`config.mk`:
```
export PLATFORM = sky130hd
export DESIGN_NAME = hilo_muldiv_unit
export DESIGN_NICKNAME = d
export VERILOG_FILES = /design/src/rtl/alu_ctrl_pkg.sv /design/src/rtl/muldiv_iter_core.sv /design/src/rtl/hilo_muldiv_unit.sv
export SDC_FILE = /design/constraint.sdc
export NUM_CORES = 1
export LEC_CHECK = 0
export ABC_CLOCK_PERIOD_IN_PS = 4300
export CORE_UTILIZATION = 40
export DETAILED_ROUTE_END_ITERATION = 10
export GPL_ROUTABILITY_DRIVEN = 0
export GPL_TIMING_DRIVEN = 0
export MAX_ROUTING_LAYER = met4
export PLACE_DENSITY_LB_ADDON = 0.08
export SLEW_MARGIN = 10
export SYNTH_ARGS = -nofsm -noshare
export SYNTH_HDL_FRONTEND = slang
export SYNTH_SLANG_ARGS = --single-unit
```
`constraint.sdc`:
```
create_clock -name clk -period 4.3 [get_ports clk]
set_input_delay 0.645 -clock clk [delete_from_list [all_inputs] [get_ports clk]]
set_output_delay 0.645 -clock clk [all_outputs]
set_load 0.01 [all_outputs]
```
`src/rtl/alu_ctrl_pkg.sv`:
```
// alu_ctrl_pkg: ALU control codes, muldiv FSM states and default datapath width.
package alu_ctrl_pkg;
   localparam int XLEN_DEF = 32;
   localparam logic [5:0] ALU_MFHI  = 6'd16;
   localparam logic [5:0] ALU_MTHI  = 6'd17;
   localparam logic [5:0] ALU_MFLO  = 6'd18;
   localparam logic [5:0] ALU_MTLO  = 6'd19;
   localparam logic [5:0] ALU_MULT  = 6'd24;
   localparam logic [5:0] ALU_MULTU = 6'd25;
   localparam logic [5:0] ALU_DIV   = 6'd26;
   localparam logic [5:0] ALU_DIVU  = 6'd27;
   typedef enum logic [1:0] {S_IDLE, S_RUN, S_FIX} muldiv_state_e;
   // 16-19 and 24-27 are the only codes that touch HI/LO
   function automatic logic is_hilo_code(input logic [5:0] c);
      return (c[5:2] == 4'b0100) | (c[5:2] == 4'b0110);
   endfunction
endpackage

```
`src/rtl/muldiv_iter_core.sv`:
```
// muldiv_iter_core: unsigned shift-add multiply / restoring divide, one bit per step.
module muldiv_iter_core #(parameter int XLEN = 32) (
   input  logic            clk,
   input  logic            rst,
   input  logic            start,
   input  logic            step,
   input  logic            div_mode,
   input  logic [XLEN-1:0] a,
   input  logic [XLEN-1:0] b,
   output logic            last,
   output logic [XLEN-1:0] acc,
   output logic [XLEN-1:0] low
);
   logic [XLEN-1:0] acc_q, acc_d, sh_q, sh_d, b_q, b_d;
   logic [5:0] cnt_q, cnt_d;
   logic div_q, div_d, ge;
   logic [XLEN:0] mul_sum, rem_sh;
   logic [XLEN+1:0] diff;
   always_comb begin
      mul_sum = {1'b0, acc_q} + (sh_q[0] ? {1'b0, b_q} : '0);
      rem_sh = {acc_q, sh_q[XLEN-1]};
      diff = {1'b0, rem_sh} - {2'b0, b_q};
      ge = !diff[XLEN+1];
      acc_d = start ? '0 : !step ? acc_q : div_q ? (ge ? diff[XLEN-1:0] : rem_sh[XLEN-1:0]) : mul_sum[XLEN:1];
      sh_d = start ? a : !step ? sh_q : div_q ? {sh_q[XLEN-2:0], ge} : {mul_sum[0], sh_q[XLEN-1:1]};
      b_d = start ? b : b_q;
      div_d = start ? div_mode : div_q;
      cnt_d = start ? '0 : step ? cnt_q + 6'd1 : cnt_q;
   end
   always_ff @(posedge clk) begin
      if (rst) begin
         acc_q <= '0;
         sh_q <= '0;
         b_q <= '0;
         div_q <= 1'b0;
         cnt_q <= '0;
      end else begin
         acc_q <= acc_d;
         sh_q <= sh_d;
         b_q <= b_d;
         div_q <= div_d;
         cnt_q <= cnt_d;
      end
   end
   assign last = cnt_q == 6'(XLEN-1);
   assign acc = acc_q;
   assign low = sh_q;
endmodule

```
`src/rtl/hilo_muldiv_unit.sv`:
```
// hilo_muldiv_unit: HI/LO registers with iterative mult/div, mfhi/mflo/mthi/mtlo and pipeline stall.
// Define HILO_FAST_MULT_EN to compute mult/multu in a single cycle with a combinational multiplier.
module hilo_muldiv_unit import alu_ctrl_pkg::*; #(parameter int XLEN = XLEN_DEF) (
   input  logic            clk,
   input  logic            rst,
   input  logic            op_valid,
   input  logic [5:0]      alu_ctrl,
   input  logic [XLEN-1:0] rs_val,
   input  logic [XLEN-1:0] rt_val,
   output logic            stall,
   output logic            busy,
   output logic            done,
   output logic [XLEN-1:0] hilo_rdata,
   output logic [XLEN-1:0] hi,
   output logic [XLEN-1:0] lo
);
   muldiv_state_e state_q, state_d;
   logic [XLEN-1:0] hi_q, hi_d, lo_q, lo_d, rs_q, rs_d, a_mag, b_mag, core_acc, core_low;
   logic neg_q, neg_d, rneg_q, rneg_d, div_q, div_d, dz_q, dz_d, done_q, done_d;
   logic is_mul, is_div, sgn, iter_op, idle_v, start, fix, last;
   logic [2*XLEN-1:0] prod;
   assign is_mul = alu_ctrl == ALU_MULT || alu_ctrl == ALU_MULTU;
   assign is_div = alu_ctrl == ALU_DIV || alu_ctrl == ALU_DIVU;
   assign sgn = alu_ctrl == ALU_MULT || alu_ctrl == ALU_DIV;
`ifdef HILO_FAST_MULT_EN
   logic [2*XLEN-1:0] fast_p;
   assign fast_p = {{XLEN{sgn & rs_val[XLEN-1]}}, rs_val} * {{XLEN{sgn & rt_val[XLEN-1]}}, rt_val};
   assign iter_op = is_div;
`else
   assign iter_op = is_mul | is_div;
`endif
   assign busy = state_q != S_IDLE;
   assign stall = op_valid & is_hilo_code(alu_ctrl) & busy;
   assign idle_v = state_q == S_IDLE & op_valid;
   assign start = idle_v & iter_op & !stall;
   assign fix = state_q == S_FIX;
   assign a_mag = sgn & rs_val[XLEN-1] ? -rs_val : rs_val;
   assign b_mag = sgn & rt_val[XLEN-1] ? -rt_val : rt_val;
   muldiv_iter_core #(.XLEN(XLEN)) u_core (
      .clk(clk), .rst(rst), .start(start), .step(state_q == S_RUN), .div_mode(is_div),
      .a(a_mag), .b(b_mag), .last(last), .acc(core_acc), .low(core_low)
   );
   always_comb begin
      state_d = state_q == S_IDLE ? (start ? S_RUN : S_IDLE) : state_q == S_RUN ? (last ? S_FIX : S_RUN) : S_IDLE;
      rs_d = start ? rs_val : rs_q;
      neg_d = start ? sgn & (rs_val[XLEN-1] ^ rt_val[XLEN-1]) : neg_q;
      rneg_d = start ? sgn & rs_val[XLEN-1] : rneg_q;
      div_d = start ? is_div : div_q;
      dz_d = start ? rt_val == '0 : dz_q;
      prod = neg_q ? -{core_acc, core_low} : {core_acc, core_low};
      // divide by zero bypasses the sign fixup: quotient all ones, remainder is the raw dividend
      hi_d = fix ? (div_q ? (dz_q ? rs_q : rneg_q ? -core_acc : core_acc) : prod[2*XLEN-1:XLEN])
           : idle_v && alu_ctrl == ALU_MTHI ? rs_val : hi_q;
      lo_d = fix ? (div_q ? (dz_q ? '1 : neg_q ? -core_low : core_low) : prod[XLEN-1:0])
           : idle_v && alu_ctrl == ALU_MTLO ? rs_val : lo_q;
      done_d = fix;
`ifdef HILO_FAST_MULT_EN
      if (idle_v & is_mul) begin
         hi_d = fast_p[2*XLEN-1:XLEN];
         lo_d = fast_p[XLEN-1:0];
         done_d = 1'b1;
      end
`endif
   end
   always_ff @(posedge clk) begin
      if (rst) begin
         state_q <= S_IDLE;
         hi_q <= '0;
         lo_q <= '0;
         rs_q <= '0;
         neg_q <= 1'b0;
         rneg_q <= 1'b0;
         div_q <= 1'b0;
         dz_q <= 1'b0;
         done_q <= 1'b0;
      end else begin
         state_q <= state_d;
         hi_q <= hi_d;
         lo_q <= lo_d;
         rs_q <= rs_d;
         neg_q <= neg_d;
         rneg_q <= rneg_d;
         div_q <= div_d;
         dz_q <= dz_d;
         done_q <= done_d;
      end
   end
   assign done = done_q;
   assign hi = hi_q;
   assign lo = lo_q;
   assign hilo_rdata = alu_ctrl == ALU_MFLO ? lo_q : hi_q;
endmodule

```
==> impl_metrics.csv <==
group,metric,value,unit
power,powerDensity,285,nW/µm²
synth,syn_inst,2207,
critical_path,crit_cells,12,
critical_path,cp_top_family,"simple AND/OR/NAND/NOR gates",
cells_and_area,final_core_util,49.4,%
timing,hold_viol_final,0,
clock_network,cts_tree,"built",
cells_and_area,drive_gt1_share,5.04,%
cells_and_area,fillers,4128,
synth,syn_nets,2351,
detailed_routing,drtIter0Drc,2060,
timing,fin_ws,77.4,ps
detailed_routing,drc,0,
synth,syn-cell-area,16400,µm²
synth,ys_seq_area_share,25.0,%
synth,yosysUniqueCellTypes,77,
critical_path,r2r_start,"u_core.low[0]",
global_route,track_usage,33.7,%
cells_and_area,area_growth,20.4,%
global_route,grt_antenna_before_repair,2,
critical_path,worstSetupEndpointType,"register",
clock_network,clock_path_buffers,3,
critical_path,worst_r2r_endpoint,"hi[6]",
cells_and_area,final_area,19800,µm²
critical_path,worst-r2r-setup-slack,80,ps
critical_path,arrival,4690,ps
detailed_routing,vias_per_cell,6.12,
place,hpwl,54.9,mm
clock_network,cts-root-buf,"clkbuf_16",
flow_run,drv_cap,0,
detailed_routing,drt_wl_total,70.5,mm
floorplan,rows,73,
clock_network,cts_hold_buf,0,
global_route,grt_max_degree,15,
timing,finalSetupViolCount,0,
timing,fin_worst_skew,14.8,ps
detailed_routing,vias,18000,
synth,avgSynthCellArea,7.45,µm²
cells_and_area,multi_input_area,11400,µm²
clock_network,clk_pin_slew,60,ps
min_path,min_path_cells,2,
power,leakage,0.00747,µW
global_route,grt-ovfl-total,0,
detailed_routing,antenna_left,0,
global_route,grt_pass1_vias,16500,
power,vdd_drop_max,0.000290,V
timing,max_freq,237,MHz
synth,synthArstFlopShare,0,%
synth,synth-edff-count,0,
clock_network,cts_sinks,205,
critical_path,critPathLaunchType,"register",
timing,rsz0062_at_grt,"no",
global_route,grt_pass1_wl,103,mm
outcome,status,"complete, no violations",
cells_and_area,fin_cells,2949,
synth,synth_commonest_cells,"285 x nand2_1, 205 x dfxtp_1, 200 x nor2_1",
critical_path,path_buf_inv,2,
timing,finalCritPeriodShare,98.2,%
timing,holdWs,450,ps
critical_path,reg2reg_depth,12,
place,numPortBuffers,163,
place,placed_area,18700,µm²
critical_path,cpMaxStageDelayCell,"nor4_2",
min_path,min-delay-start,"u_core.b_q[21]",
synth,synth_top_area_share,25.0,%
synth,synth_seq_cells,205,
critical_path,worstPathMaxFanout,10,
floorplan,fp.dieW,205,µm
timing,slew_headroom,20.7,%
min_path,hold_class,"reg2reg",
detailed_routing,wl_per_cell,23.9,µm
place,dp_slack,-677,ps
timing,maxSlewViolCount,0,
min_path,hold_end,"u_core.b_q[21]",
synth,synth_most_common_cell,"nand2_1",
clock_network,cts_buffers,27,
synth,yosysTopAreaCell,"dfxtp_1",
clock_network,insertion_delay,580,ps
floorplan,die-area,41900,µm²
timing,worst_slew_pin_slew,1190,ps
clock_network,h-tree-depth,1,
synth,synthTopCellsByArea,"dfxtp_1 25%, nand2_1 6.5%, mux2i_1 5.8%",
critical_path,critical_path_required,4770,ps
timing,period_minus_slack,4220,ps
place,placedCellCount,2895,
floorplan,core,40100,µm²
floorplan,pin_count,172,
critical_path,path_cells,"clkinvlp_4, clkbuf_4, ha_1, or3b_1, or4_4, nand2b_1, nor4_2, nand2_1, o31ai_1, xor2_1, nor2_1, o31a_1",
synth,yosysWarnings,0,
synth,synth_flop_cell,"dfxtp_1",
cells_and_area,nNetsFinal,2545,
floorplan,start_util,41.0,%
floorplan,die_h,205,µm
detailed_routing,first_pass_iters,8,
cells_and_area,seqCellArea,4100,µm²
critical_path,critPathKind,"reg2reg",
critical_path,cp_slowest_stage_delay,700,ps
## metrics by stage
step / TNS [ps] / total power, µW
2_1_floorplan: 0 / 2610
4_1_cts: 0 / 5600
3_3_place_gp: -3630 / 3020
6_report: 0 / 5640
5_1_grt: 0 / 5770
3_5_place_dp: -3600 / 3020
## layout make-up
| type | instances | area share (%) |
|---|---|---|
| Sequential cell | 205 | 20.7 |
| Timing Repair Buffer | 165 | 8.32 |
| Multi-Input combinational cell | 1760 | 57.7 |
| Clock buffer | 35 | 3.82 |
| Antenna cell | 2 | 0.0253 |
| Clock inverter | 15 | 1.29 |
| Inverter | 57 | 1.10 |
| Buffer | 185 | 3.72 |
| Tap cell | 525 | 3.32 |
## worst min-delay path, cell delays in order (launching register included)
cell,delay (ps)
dfxtp_1,300
nand2_1,50
a21oi_1,50
## cell usage in the layout, fill, tap and decap left out, drive strengths merged, types with 12 or more instances in the layout
cell,instances
ha,69
xnor2,95
a31oi,23
or4,16
o211ai,21
a21o,27
nand2,285
o31ai,29
clkbuf,196
nor2,200
mux2i,95
a221oi,36
buf,26
mux2,35
a211oi,74
dfxtp,205
nor2b,13
nor3,39
o21ai,154
nand2b,16
xor2,103
a21oi,183
nand4,21
and3,12
inv,57
a311oi,20
or3,30
clkdlybuf4s50,163
nor4,17
o41ai,13
nand3,30
## flip-flops by register name, summed over array words and instances, names as in the netlist
name,count
hi,32
lo,32
rs_q,32
u_core.acc,32
u_core.b_q,32
u_core.low,32
u_core.cnt_q,6
state_q,2
done,1
dz_q,1
neg_q,1
rneg_q,1
u_core.div_q,1
## repair_timing
| action | 4_1_cts | 5_1_grt |
|---|---|---|
| buffers inserted | 0 | 2 |
| setup endpoints to repair | 12 | 19 |
| resized for setup | 3 | 9 |
| cloned | 0 | 0 |
| pin swaps | 0 | 1 |
## worst max path at each step
stage / startpoint / end / slack [ps]
finish: u_core.low[0] / hi[6] / 80
global route: u_core.low[0] / u_core.acc[25] / 20
floorplan: u_core.low[0] / hi[8] / 810
detailed placement: u_core.low[0] / hi[6] / -680
CTS: u_core.low[0] / hi[30] / 60
global placement: u_core.low[0] / hi[22] / -670
## where the power goes
part	total (µW)	switching, µW	internal, µW
Clock	2610	1000	1610
Sequential	1950	28.1	1920
Combinational	1070	705	369
Total	5640	1740	3900
## kinds of logic after synthesis
kind of cell	synth area share, %
buf+inv	5.74
xor+xnor	10.5
mux	8.18
simple gates	19.5
flops	25.0
fa+ha+maj	5.49
compound gates	25.6
## metal layers
layer | wire length, µm | track usage, %
met2 | 29800 | 49.1
met5 | 0 | -
met3 | 6990 | 6.55
met4 | 2240 | 10.4
met1 | 31500 | 46.3
Note: power is estimated with default switching activity, not from simulation.
